===== config.mk =====
export PLATFORM = sky130hd
export DESIGN_NAME = servo_pwm_multi
export DESIGN_NICKNAME = d
export VERILOG_FILES = /design/src/rtl/servo_pwm_multi.sv
export SDC_FILE = /design/constraint.sdc
export NUM_CORES = 1
export LEC_CHECK = 0
export CORE_ASPECT_RATIO = 1.4
export CORE_MARGIN = 3
export CORE_UTILIZATION = 59
export CTS_BUF_LIST = sky130_fd_sc_hd__clkbuf_4 sky130_fd_sc_hd__clkbuf_8
export DETAILED_ROUTE_END_ITERATION = 8
export GPL_TIMING_DRIVEN = 0
export PLACE_DENSITY = 0.79
export SLEW_MARGIN = 20
export SYNTH_ARGS = -nofsm -noshare
export SYNTH_HDL_FRONTEND = slang
export SYNTH_SLANG_ARGS = --single-unit
export TNS_END_PERCENT = 100

===== constraint.sdc =====
create_clock -name clk -period 5.85 [get_ports clk]
set_clock_uncertainty 0.1 [all_clocks]
set_input_delay 0.8775 -clock clk [delete_from_list [all_inputs] [get_ports clk]]
set_output_delay 0.8775 -clock clk [all_outputs]
set_load 0.05 [all_outputs]

===== src/rtl/servo_pwm_multi.sv =====
// servo_pwm_multi: multi-channel servo PWM frame generator with shadowed duty registers; optional per-frame slew limiting when SERVO_SLEW_EN is defined
module servo_pwm_multi #(
    parameter int CLK_HZ    = 25000000,
    parameter int FRAME_HZ  = 50,
    parameter int CHANNELS  = 4,
    parameter int DUTY_W    = 8,
    parameter int MIN_US    = 1000,
    parameter int MAX_US    = 2000,
    parameter int SLEW_STEP = 4
) (
    input  logic                                                   clk,
    input  logic                                                   rst,
    input  logic                                                   en,
    input  logic                                                   wr,
    input  logic [((CHANNELS > 1) ? $clog2(CHANNELS) : 1)-1:0]     wr_ch,
    input  logic [DUTY_W-1:0]                                      wr_duty,
    output logic [CHANNELS-1:0]                                    pwm,
    output logic                                                   frame_start
);
    localparam int FRAME_CLKS = CLK_HZ / FRAME_HZ;
    localparam int MIN_CLKS   = CLK_HZ / 1000000 * MIN_US;
    localparam int MAX_CLKS   = CLK_HZ / 1000000 * MAX_US;
    localparam int STEP       = (MAX_CLKS - MIN_CLKS) / (2 ** DUTY_W - 1);
    localparam int CNT_W      = $clog2(FRAME_CLKS);
    localparam int CH_W       = (CHANNELS > 1) ? $clog2(CHANNELS) : 1;
    localparam logic [DUTY_W-1:0] MID  = DUTY_W'(2 ** (DUTY_W - 1));
    localparam logic [CNT_W-1:0]  LAST = CNT_W'(FRAME_CLKS - 1);
`ifdef SERVO_SLEW_EN
    localparam logic [DUTY_W-1:0] SL = DUTY_W'(SLEW_STEP);

    function automatic logic [DUTY_W-1:0] slew(input logic [DUTY_W-1:0] a, input logic [DUTY_W-1:0] t);
        return (t > a) ? ((t - a > SL) ? a + SL : t) : ((a - t > SL) ? a - SL : t);
    endfunction
`endif

    logic [CNT_W-1:0]  cnt, cnt_nx;
    logic              run, boundary;
    logic [DUTY_W-1:0] shadow [CHANNELS];
    logic [DUTY_W-1:0] shadow_nx [CHANNELS];
    logic [DUTY_W-1:0] active [CHANNELS];
    logic [DUTY_W-1:0] load [CHANNELS];
    logic [CNT_W-1:0]  wid [CHANNELS];

    // Frame boundary detection, write forwarding into the load path, and per-channel pulse width
    always_comb begin
        boundary = !run || cnt == LAST;
        cnt_nx   = boundary ? '0 : cnt + 1'b1;
        for (int i = 0; i < CHANNELS; i++) begin
            shadow_nx[i] = (wr && wr_ch == CH_W'(i)) ? wr_duty : shadow[i];
`ifdef SERVO_SLEW_EN
            load[i] = boundary ? slew(active[i], shadow_nx[i]) : active[i];
`else
            load[i] = boundary ? shadow_nx[i] : active[i];
`endif
            wid[i] = CNT_W'(MIN_CLKS + int'(load[i]) * STEP);
        end
    end

    // Frame counter, duty registers and registered outputs; active codes only change at a boundary
    always_ff @(posedge clk) begin
        if (rst) begin
            cnt         <= '0;
            run         <= 1'b0;
            pwm         <= '0;
            frame_start <= 1'b0;
            for (int i = 0; i < CHANNELS; i++) begin
                shadow[i] <= MID;
                active[i] <= MID;
            end
        end else begin
            for (int i = 0; i < CHANNELS; i++) shadow[i] <= shadow_nx[i];
            if (en) begin
                cnt         <= cnt_nx;
                run         <= 1'b1;
                frame_start <= boundary;
                for (int i = 0; i < CHANNELS; i++) begin
                    active[i] <= load[i];
                    pwm[i]    <= cnt_nx < wid[i];
                end
            end else begin
                cnt         <= '0;
                run         <= 1'b0;
                frame_start <= 1'b0;
                pwm         <= '0;
            end
        end
    end
endmodule


==> results of run 1 <==
per-layer routing:
layer  share of wire, %  GRT usage (%)  vias to the layer above  routed length (um)
li1                   -              -                     3537                   -
met3                6.0           2.58                      106                1430
met5                  0              0                        -                   0
met2                 51           52.1                      302               12100
met1                 37           32.7                     3571                8730
met4                6.6           16.0                        0                1590
cells in the mapped netlist, types with 3 or more instances:
cell type,instances
sky130_fd_sc_hd__buf_2,13
sky130_fd_sc_hd__xor2_1,29
sky130_fd_sc_hd__xnor2_1,45
sky130_fd_sc_hd__nor3_1,20
sky130_fd_sc_hd__a31oi_1,4
sky130_fd_sc_hd__ha_1,171
sky130_fd_sc_hd__inv_1,41
sky130_fd_sc_hd__o41ai_1,4
sky130_fd_sc_hd__fa_1,12
sky130_fd_sc_hd__nor2b_1,12
sky130_fd_sc_hd__mux2i_1,34
sky130_fd_sc_hd__dfxtp_1,57
sky130_fd_sc_hd__and4_1,4
sky130_fd_sc_hd__a21boi_0,3
sky130_fd_sc_hd__a21o_1,10
sky130_fd_sc_hd__o21a_1,6
sky130_fd_sc_hd__o31a_1,3
sky130_fd_sc_hd__nand3_1,29
sky130_fd_sc_hd__edfxtp_1,32
sky130_fd_sc_hd__and2_1,26
sky130_fd_sc_hd__a211o_1,8
sky130_fd_sc_hd__o31ai_1,6
sky130_fd_sc_hd__or4b_1,3
sky130_fd_sc_hd__nand2b_1,25
sky130_fd_sc_hd__nor2_1,117
sky130_fd_sc_hd__nor4_1,5
sky130_fd_sc_hd__nand2_1,46
sky130_fd_sc_hd__nand4_1,7
sky130_fd_sc_hd__nor3_2,4
sky130_fd_sc_hd__o21ai_0,28
sky130_fd_sc_hd__and3_1,12
sky130_fd_sc_hd__a2111o_1,5
sky130_fd_sc_hd__a21oi_1,53
sky130_fd_sc_hd__mux2_2,6
sky130_fd_sc_hd__or2_2,3
sky130_fd_sc_hd__clkbuf_1,9
sky130_fd_sc_hd__a211oi_1,9
state kept, by name, indices dropped and copies added, names as in the netlist:
signal and flops:
run 1, cnt 19, shadow 32, frame_start 1, pwm 4, active 32
power by group through the flow:
stage	Clock, mW	Combinational (mW)	Sequential, mW
floorplan	0	0.929	0.692
global placement	0	1.15	0.687
detailed placement	0	1.19	0.688
CTS	0.424	1.34	0.673
global route	0.447	1.59	0.678
finish	0.428	1.43	0.675
layout make-up:
type | instances | area [um2] | share of cell area, %
Clock buffer | 9 | 124 | 1.22
Clock inverter | 7 | 73.8 | 0.726
Inverter | 42 | 158 | 1.55
Sequential cell | 89 | 2120 | 20.8
Buffer | 23 | 199 | 1.96
Tap cell | 185 | 231 | 2.27
Timing Repair Buffer | 67 | 573 | 5.63
Multi-Input combinational cell | 782 | 6700 | 65.8
final timing paths:
kind | end | depth (start not counted)
max | pwm[2] | 25
min | cnt[0] | 1
max reg2reg | pwm[2] | 25
min reg2reg | cnt[0] | 1
worst register-to-register path, delay by kind of cell (launching register included):
kind | cells | cell delay, ns
fa+ha+maj | 6 | 1.96
simple gates | 7 | 1.52
buf+inv | 6 | 0.73
compound gates | 4 | 0.66
flops | 1 | 0.35
mux | 1 | 0.29
xor+xnor | 1 | 0.18
cell families (layout without fill, tap and decap cells):
logic type | Yosys count | count (layout) | share of synthesized area, %
AOI/OAI and AO/OA | 157 | 157 | 12.1
xor gates and xnor gates | 74 | 74 | 7.62
adders and majority gates | 183 | 183 | 28.0
buffers and inverters | 65 | 148 | 3.10
DFF | 89 | 89 | 24.7
muxes | 40 | 40 | 4.80
and+or+nand+nor | 328 | 328 | 19.6
stage by stage:
stage / setup WS, ns / TNS (ns) / hold WS [ns] / instance area [um2]
detailed placement: -1.52 / -4.70 / 0.341 / 8920
CTS: 0.00559 / 0 / 0.357 / 9810
global placement: -1.44 / -4.40 / 0.332 / 8920
global route: -0.270 / -0.987 / 0.403 / 10200
floorplan: 0.00344 / 0 / 0.318 / 8520
finish: -0.0486 / -0.110 / 0.359 / 10200
timing repair:
item                       CTS  global route
pin swaps                   35            43
hold endpoints to repair     0             0
setup endpoints to repair    4             4
setup buffers               37            13
resized for setup          104            55
cloned                       0             0
==> impl_summary.log, run 1 <==
[metrics] outcome: complete, but fails checks
[metrics] failing checks: negative setup slack
[metrics] Setup crit start kind: flip-flop
[metrics] setup repair after global routing missed its margin: true
[metrics] number of nets at the end of the flow: 1211
[metrics] initial core utilization: 60.6%
[metrics] final cell count without fillers: 1204
[metrics] most frequent cells in the layout: sky130_fd_sc_hd__ha_1 (163), sky130_fd_sc_hd__nor2_1 (117), sky130_fd_sc_hd__dfxtp_1 (50)
[metrics] starting DRC count in detailed routing: 590
[metrics] arrival time at the worst endpoint: 6.06 ns
[metrics] Worst setup EP type: flip-flop
[metrics] count of flip-flops with a built-in enable after synthesis: 32
[metrics] Logic pwr share: 56.5%
[metrics] async set-or-reset flop fraction in the synthesized netlist: 0%
[metrics] Hold Startpoint: cnt[0]
[metrics] global-route wire length before repair: 35800 um
[metrics] Setup Viol. Count Final: 3
[metrics] dominant synthesized flop cell: sky130_fd_sc_hd__dfxtp_1
[metrics] Hold Crit Class: flip-flop to flip-flop
[metrics] Internal Dissipation: 1.49 mW
[metrics] post-route setup slack: -0.0486 ns
[metrics] endpoint required time on the critical path: 6.01 ns
[metrics] DRT antenna net count: 0
[metrics] vias after detailed routing: 7516
[metrics] detailed-route wire length per cell: 19.8 um
[metrics] kind of critical path: flip-flop to flip-flop
[metrics] part of the Yosys area used for sequential elements: 24.7%
[metrics] switching power share of the total: 41.4%
[metrics] DIE AREA: 15900 um2
[metrics] flip-flop and latch count after synthesis: 89
[metrics] placeable core region: 14000 um2
[metrics] cell row count: 51
[metrics] areal power density over the cells: 249 nW/um2
[metrics] clock buffer count from CTS: 9
[metrics] DP Wirelength: 16300 um
[metrics] number of instances in the synthesized netlist: 936
[metrics] warnings from Yosys: 0
[metrics] Final period util: 101%
[metrics] slowest library cell on the worst path: sky130_fd_sc_hd__or4b_4
[metrics] maximum frequency from static timing analysis: 0.170 GHz
[metrics] total congestion overflow after global routing: 0
[metrics] number of design rule violations left after detail routing: 0
[metrics] last weighted congestion value of the routability-driven placer: 0.887
[metrics] power consumption: 2.54 mW
[metrics] clock tree from TritonCTS: done
[metrics] clock slew seen by the registers of the worst setup and hold paths: 0.10 ns
[metrics] measured slew at the worst slew-check pin: 0.836 ns
[metrics] worst skew pair latency: 0.38 ns
[metrics] critical-path maximum fanout: 7
[metrics] total standard cell area after synthesis: 8500 um2
[metrics] horizontal die dimension: 107 um
[metrics] worst slew margin relative to its limit: 44.1%
[metrics] placed insts: 1138
[metrics] clock group share of total power: 16.9%
[metrics] Syn Area/Cell: 9.08 um2
[metrics] library cell with the largest summed area after synthesis: sky130_fd_sc_hd__ha_1
[metrics] Tmin final: 5.90 ns
[metrics] fill count: 987
[metrics] post-synthesis cell type count: 59
[metrics] clk sink count: 89
[metrics] final max-slew violation count: 0
[metrics] count of H-tree levels built during CTS: 3
[metrics] highest cell delay on the worst timing path: 0.56 ns
[metrics] antenna violations before repair: 0
[metrics] layout cells sized above 1: 19.1%
[metrics] category of cells accounting for the largest share of critical-path delay: adder cells
[metrics] switching component of the power: 1.05 mW
[metrics] boundary pin count: 19
[metrics] Worst IR Drop VDD: 0.152 mV
[metrics] area growth from synthesis to layout: 19.7%
[metrics] 1st-pass router iterations: 5
[metrics] total leakage power: 4.72 nW
[metrics] utilization of the core after routing: 72.5%
[metrics] vias in the first global route: 7422
[metrics] share of the synthesized area in the top cell type: 25.2%
[metrics] wire length reported by the detailed router: 23900 um
[metrics] worst reg2reg startpoint: cnt[10]
[metrics] gr usage total: 28.7%
[metrics] final hold violation count: 0
[metrics] CP dominant cell by count: sky130_fd_sc_hd__ha_1
[metrics] maximum count of clock buffers along a single path: 2
[metrics] diode count: 0
[metrics] count of buffer and inverter cells on the critical path: 6
[metrics] Synthesized Nets: 1133
[metrics] sequential cell fraction of total power: 26.6%
[metrics] Hold-fix buffers, CTS: 0
[metrics] main area contributors after synthesis: sky130_fd_sc_hd__ha_1 (25%), sky130_fd_sc_hd__dfxtp_1 (13%), sky130_fd_sc_hd__edfxtp_1 (11%)
[metrics] max capacitance violation total: 0
[metrics] port buffer count: 17
[metrics] maximum number of pins on one net before global-route repair: 33
[metrics] chip height: 148 um
[metrics] buffer cell driving the clock tree root: sky130_fd_sc_hd__clkbuf_8
[metrics] slack of the worst reg-to-reg path: -0.05 ns
[metrics] most common cell after layout, fill and taps aside: sky130_fd_sc_hd__ha_1
[metrics] crit path launch: cnt[10]
[metrics] average vias per placed instance: 6.24
Note: power is estimated with default switching activity, not from simulation.
==> run 2: changes to the inputs <==
--- a/config.mk
+++ b/config.mk
@@ -11,5 +11,4 @@
 export CTS_BUF_LIST = sky130_fd_sc_hd__clkbuf_4 sky130_fd_sc_hd__clkbuf_8
 export DETAILED_ROUTE_END_ITERATION = 8
-export GPL_TIMING_DRIVEN = 0
 export PLACE_DENSITY = 0.79
 export SLEW_MARGIN = 20
==> constraint.sdc (replaced) <==
create_clock -name clk -period 5.85 [get_ports clk]
set_clock_uncertainty 0.1 [all_clocks]
set_input_delay 1.17 -clock clk [delete_from_list [all_inputs] [get_ports clk]]
set_output_delay 1.17 -clock clk [all_outputs]
set_load 0.05 [all_outputs]
==> run 2 against run 1 <==
The flow still finishes with violations (negative setup slack). First-iteration DRC count increased by 120%. Global-route usage rose by 3.2 points. Combinational power increased by 38%. Die area did not move. Clock-buffer cell count increased by 1. Non-clock buffer count increased by 157. Critical path depth decreased by 4. Sequential cell count is the same. Critical path type unchanged. Largest cell class unchanged. Largest power group unchanged. Highest routed layer unchanged.
==> impl_summary.log, run 2 (synthesis results as in run 1) <==
[metrics] number of design rule violations left after detail routing: 0
[metrics] count of H-tree levels built during CTS: 3
[metrics] arrival time at the worst endpoint: 6.94 ns
[metrics] final hold violation count: 0
[metrics] cell row count: 51
[metrics] final std cell area, no fill: 11400 um2
[metrics] area growth from synthesis to layout: 34.5%
[metrics] chip height: 148 um
[metrics] clock slew seen by the registers of the worst setup and hold paths: 0.10 ns
[metrics] max capacitance violation total: 0
[metrics] utilization of the core after routing: 81.5%
[metrics] Hold Crit Class: flip-flop to flip-flop
[metrics] worst slew margin relative to its limit: 22.3%
[metrics] vias in the first global route: 8449
[metrics] category of cells accounting for the largest share of critical-path delay: adder cells
[metrics] DP Wirelength: 18600 um
[metrics] worst reg2reg endpoint: pwm[1]
[metrics] Hold Startpoint: cnt[0]
[metrics] Setup Viol. Count Final: 3
[metrics] number of nets at the end of the flow: 1369
[metrics] slack of the worst reg-to-reg path: -0.87 ns
[metrics] switching power share of the total: 41.8%
[metrics] detailed-route wire length per cell: 25.1 um
[metrics] Final Hold Slack: 0.391 ns
[metrics] maximum count of clock buffers along a single path: 2
[metrics] most common cell after layout, fill and taps aside: sky130_fd_sc_hd__buf_4
[metrics] hold path cells: 1
[metrics] clock buffer count from CTS: 9
[metrics] maximum frequency from static timing analysis: 0.149 GHz
[metrics] worst reg2reg startpoint: cnt[14]
[metrics] boundary pin count: 19
[metrics] Worst IR Drop VDD: 0.168 mV
[metrics] measured slew at the worst slew-check pin: 1.17 ns
[metrics] Logic pwr share: 64.1%
[metrics] average vias per placed instance: 6.71
[metrics] critical-path maximum fanout: 8
[metrics] setup repair after global routing missed its margin: true
[metrics] placed insts: 1306
[metrics] worst-path cell chain: or4b_4 > nor3_4 > a21o_4 > buf_6 > nor2_1 > a21oi_4 > ha_4 > fa_1 > ha_1 > inv_1 > fa_2 > xor2_2 > buf_4 > buf_4 > xor2_1 > ha_1 > buf_4 > a21o_1 > a221oi_1 > a31o_4 > nor4b_2
[metrics] highest cell delay on the worst timing path: 0.98 ns
[metrics] Setup crit start kind: flip-flop
[metrics] wire length reported by the detailed router: 34100 um
[metrics] maximum number of pins on one net before global-route repair: 35
[metrics] count of buffer and inverter cells on the critical path: 5
[metrics] buffer cell driving the clock tree root: sky130_fd_sc_hd__clkbuf_8
[metrics] worst skew pair latency: 0.42 ns
[metrics] final max-slew violation count: 0
[metrics] port buffer count: 18
[metrics] kind of critical path: flip-flop to flip-flop
[metrics] gr usage total: 32.0%
[metrics] DRT antenna net count: 0
[metrics] Final period util: 115%
[metrics] last weighted congestion value of the routability-driven placer: 0.955
[metrics] vias after detailed routing: 9143
[metrics] post-route setup slack: -0.867 ns
[metrics] standard cell area after detailed placement: 10300 um2
[metrics] hold path endpoint: cnt[0]
[metrics] final cell count without fillers: 1362
[metrics] areal power density over the cells: 268 nW/um2
[metrics] clock tree from TritonCTS: done
[metrics] most frequent cells in the layout: sky130_fd_sc_hd__buf_4 (219), sky130_fd_sc_hd__ha_1 (158), sky130_fd_sc_hd__nor2_1 (117)
[metrics] DIE AREA: 15900 um2
[metrics] sequential cell fraction of total power: 22.2%
[metrics] diode count: 0
[metrics] 1st-pass router iterations: 9
[metrics] Hold-fix buffers, CTS: 0
[metrics] switching component of the power: 1.28 mW
[metrics] r2r worst-path depth: 21
[metrics] initial core utilization: 60.6%
[metrics] Tmin final: 6.72 ns
[metrics] power consumption: 3.07 mW
[metrics] total leakage power: 5.46 nW
[metrics] horizontal die dimension: 107 um
[metrics] outcome: complete, but fails checks
[metrics] endpoint required time on the critical path: 6.07 ns
[metrics] CP dominant cell by count: sky130_fd_sc_hd__buf_4
[metrics] placeable core region: 14000 um2
[metrics] slowest library cell on the worst path: sky130_fd_sc_hd__a221oi_1
[metrics] Worst setup EP type: flip-flop
[metrics] global-route wire length before repair: 40100 um
[metrics] clock group share of total power: 13.8%
[metrics] failing checks: negative setup slack
[metrics] largest registers ranked by flip-flop count: active: 32 flops, shadow: 32 flops, cnt: 19 flops
[metrics] antenna violations before repair: 0
[metrics] total congestion overflow after global routing: 0
[metrics] starting DRC count in detailed routing: 1282
[metrics] clk sink count: 89
[metrics] Internal Dissipation: 1.79 mW
[metrics] layout cells sized above 1: 31.6%
[run 2: final cells by class]
| class | count | area, um2 |
|---|---|---|
| multi-input combinational | 783 | 6810 |
| clock buffer | 10 | 131 |
| fill | 718 | 2600 |
| timing repair buffer | 247 | 1960 |
| clock inverter | 6 | 42.5 |
| inverter | 42 | 158 |
| sequential | 89 | 2100 |
| tap | 185 | 231 |
[run 2: stage by stage]
stage / worst slack, ns / setup TNS, ns
4_1_cts: 0.0144 / 0
5_1_grt: -0.889 / -1.80
3_3_place_gp: -0.727 / -2.55
6_report: -0.867 / -1.30
2_1_floorplan: 0.0146 / 0
3_5_place_dp: -0.886 / -3.24
[run 2: how the worst max path moves through the flow]
stage / startpoint / end / cells after the start
2_1_floorplan: wr / pwm[3] / 23
3_3_place_gp: wr / pwm[1] / 22
3_5_place_dp: wr / pwm[1] / 23
4_1_cts: cnt[11] / pwm[1] / 24
5_1_grt: cnt[10] / pwm[1] / 22
6_report: cnt[14] / pwm[1] / 21
[run 2: what timing repair did]
item                                    in CTS  in global routing
pin swaps                                   26                 67
gates resized for setup                     71                 98
setup buffers                               15                 24
endpoints found under the setup margin       4                  4
gates cloned                                 0                  1
[run 2: per-layer routing]
metal | track usage (%) | share of wire [%]
met1 | 33.3 | 32
met2 | 58.4 | 46
met3 | 5.64 | 11
met4 | 20.1 | 11
met5 | 0 | 0
[run 2: power groups by stage]
| stage | Clock [mW] | Combinational, mW | Sequential (mW) |
|---|---|---|---|
| floorplan | 0 | 0.931 | 0.692 |
| global placement | 0 | 1.49 | 0.687 |
| detailed placement | 0 | 1.56 | 0.688 |
| CTS | 0.397 | 1.65 | 0.675 |
| global route | 0.432 | 2.10 | 0.681 |
| finish | 0.422 | 1.97 | 0.680 |
==> run 3: changes to the inputs <==
Settings changed: CORE_UTILIZATION 59 to 60, DONT_BUFFER_PORTS set to 1, GPL_TIMING_DRIVEN set to 0.
==> run 3 against run 2 <==
The run still ends with negative setup slack left. Register-to-register slack gained 0.80 ns. Clock power is 1% lower. Design area shrank 10%. Combinational power decreased by 22%. Critical path depth increased by 5.
==> impl_summary.log, run 3 (synthesis results as in run 1) <==
[metrics] Worst setup EP type: flip-flop
[metrics] DIE AREA: 15700 um2
[metrics] placeable core region: 13600 um2
[metrics] most common cell after layout, fill and taps aside: sky130_fd_sc_hd__ha_1
[metrics] highest cell delay on the worst timing path: 0.56 ns
[metrics] slowest library cell on the worst path: sky130_fd_sc_hd__or4b_4
[metrics] largest registers ranked by flip-flop count: active: 32 flops, shadow: 32 flops, cnt: 19 flops
[metrics] areal power density over the cells: 258 nW/um2
[metrics] worst slew margin relative to its limit: 47.2%
[metrics] vias in the first global route: 7229
[metrics] standard cell area after detailed placement: 8750 um2
[metrics] switching power share of the total: 41.6%
[metrics] layout cells sized above 1: 23.3%
[metrics] outcome: complete, but fails checks
[metrics] buffer cell driving the clock tree root: sky130_fd_sc_hd__clkbuf_8
[metrics] Setup Viol. Count Final: 2
[metrics] clock group share of total power: 15.8%
[metrics] failing checks: negative setup slack
[metrics] DRT antenna net count: 0
[metrics] clock buffer count from CTS: 9
[metrics] 1st-pass router iterations: 7
[metrics] area growth from synthesis to layout: 20.6%
[metrics] fill count: 909
[metrics] Final period util: 101%
[metrics] Final Hold Slack: 0.361 ns
[metrics] sequential cell fraction of total power: 25.9%
[metrics] starting DRC count in detailed routing: 603
[metrics] measured slew at the worst slew-check pin: 0.792 ns
[metrics] count of H-tree levels built during CTS: 3
[metrics] Internal Dissipation: 1.54 mW
[metrics] gr usage total: 28.9%
[metrics] Worst IR Drop VDD: 0.148 mV
[metrics] antenna violations before repair: 0
[metrics] average vias per placed instance: 6.30
[metrics] chip height: 147 um
[metrics] placed insts: 1118
[metrics] number of nets at the end of the flow: 1212
[metrics] arrival time at the worst endpoint: 6.12 ns
[metrics] final cell count without fillers: 1202
[metrics] vias after detailed routing: 7574
[metrics] detailed-route wire length per cell: 20.3 um
[metrics] max capacitance violation total: 0
[metrics] number of design rule violations left after detail routing: 0
[metrics] global-route wire length before repair: 36200 um
[metrics] clock slew seen by the registers of the worst setup and hold paths: 0.09 ns
[metrics] clock tree from TritonCTS: done
[metrics] switching component of the power: 1.10 mW
[metrics] maximum number of pins on one net before global-route repair: 33
[metrics] initial core utilization: 62.3%
[metrics] total leakage power: 4.74 nW
[metrics] most frequent cells in the layout: sky130_fd_sc_hd__ha_1 (151), sky130_fd_sc_hd__nor2_1 (115), sky130_fd_sc_hd__buf_4 (65)
[metrics] Hold Crit Class: flip-flop to flip-flop
[metrics] wire length reported by the detailed router: 24400 um
[metrics] clk sink count: 89
[metrics] final hold violation count: 0
[metrics] last weighted congestion value of the routability-driven placer: 0.954
[metrics] worst skew pair latency: 0.39 ns
[metrics] diode count: 0
[metrics] kind of critical path: flip-flop to flip-flop
[metrics] final std cell area, no fill: 10300 um2
[metrics] Tmin final: 5.92 ns
[metrics] critical-path maximum fanout: 8
[metrics] cell row count: 50
[metrics] port buffer count: 0
[metrics] final max-slew violation count: 0
[metrics] DP Wirelength: 16700 um
[metrics] post-route setup slack: -0.0665 ns
[metrics] boundary pin count: 19
[metrics] endpoint required time on the critical path: 6.05 ns
[metrics] setup repair after global routing missed its margin: true
[metrics] CP dominant cell by count: sky130_fd_sc_hd__ha_4
[metrics] sum of negative setup slack: -0.114 ns
[metrics] total congestion overflow after global routing: 0
[metrics] Setup crit start kind: flip-flop
[metrics] maximum frequency from static timing analysis: 0.169 GHz
[metrics] horizontal die dimension: 107 um
[metrics] Logic pwr share: 58.4%
[metrics] maximum count of clock buffers along a single path: 2
[run 3: worst max-delay path: cells and delay by family, from the launching register on]
family | cells | cell delay [ns]
adders and majority gates | 6 | 1.88
and+or+nand+nor | 7 | 1.35
AOI/OAI and AO/OA | 6 | 1.21
buffers and inverters | 5 | 0.60
xor gates and xnor gates | 2 | 0.35
DFF | 1 | 0.34
[run 3: final timing paths]
kind	start	endpoint	slack [ns]	depth (start not counted)
setup reg to reg	cnt[12]	pwm[1]	-0.07	26
hold / removal	cnt[0]	cnt[0]	0.36	1
setup / recovery	cnt[12]	pwm[1]	-0.07	26
hold reg to reg	cnt[0]	cnt[0]	0.36	1
[run 3: power by group through the flow]
stage          sequential [mW]  combinational [mW]  clock (mW)
2_1_floorplan            0.692               0.931           0
3_3_place_gp             0.694                1.13           0
3_5_place_dp             0.695                1.16           0
4_1_cts                  0.681                1.33       0.405
5_1_grt                  0.685                1.71       0.434
6_report                 0.683                1.54       0.417
[run 3: layer usage]
layer	vias up	GRT usage (%)	part of all wire, %
met5	-	0	0
met4	0	13.9	5.7
met3	104	3.91	6.7
met2	346	51.2	51
met1	3603	34.0	37
li1	3521	-	-
[run 3: final cells by class]
type | instances | area (um2) | share of cell area, %
Multi-Input combinational cell | 782 | 6840 | 66.7
Sequential cell | 89 | 2120 | 20.6
Timing Repair Buffer | 69 | 562 | 5.48
Tap cell | 182 | 228 | 2.22
Buffer | 22 | 166 | 1.62
Inverter | 42 | 158 | 1.54
Clock buffer | 10 | 131 | 1.28
Clock inverter | 6 | 51.3 | 0.500
[run 3: per-stage QoR]
stage,util [%],power (mW),setup WS (ns)
6_report,75.2,2.64,-0.0665
5_1_grt,75.2,2.83,-0.318
2_1_floorplan,-,1.62,0.0146
4_1_cts,70.7,2.42,-0.0117
3_5_place_dp,64.2,1.85,-1.42
3_3_place_gp,64.2,1.82,-1.39
[run 3: repair_timing]
item / in CTS / in global routing
buffers inserted: 37 / 32
resized for setup: 109 / 74
hold buffers: 0 / 0
pin swaps: 48 / 74
setup endpoints to repair: 4 / 4
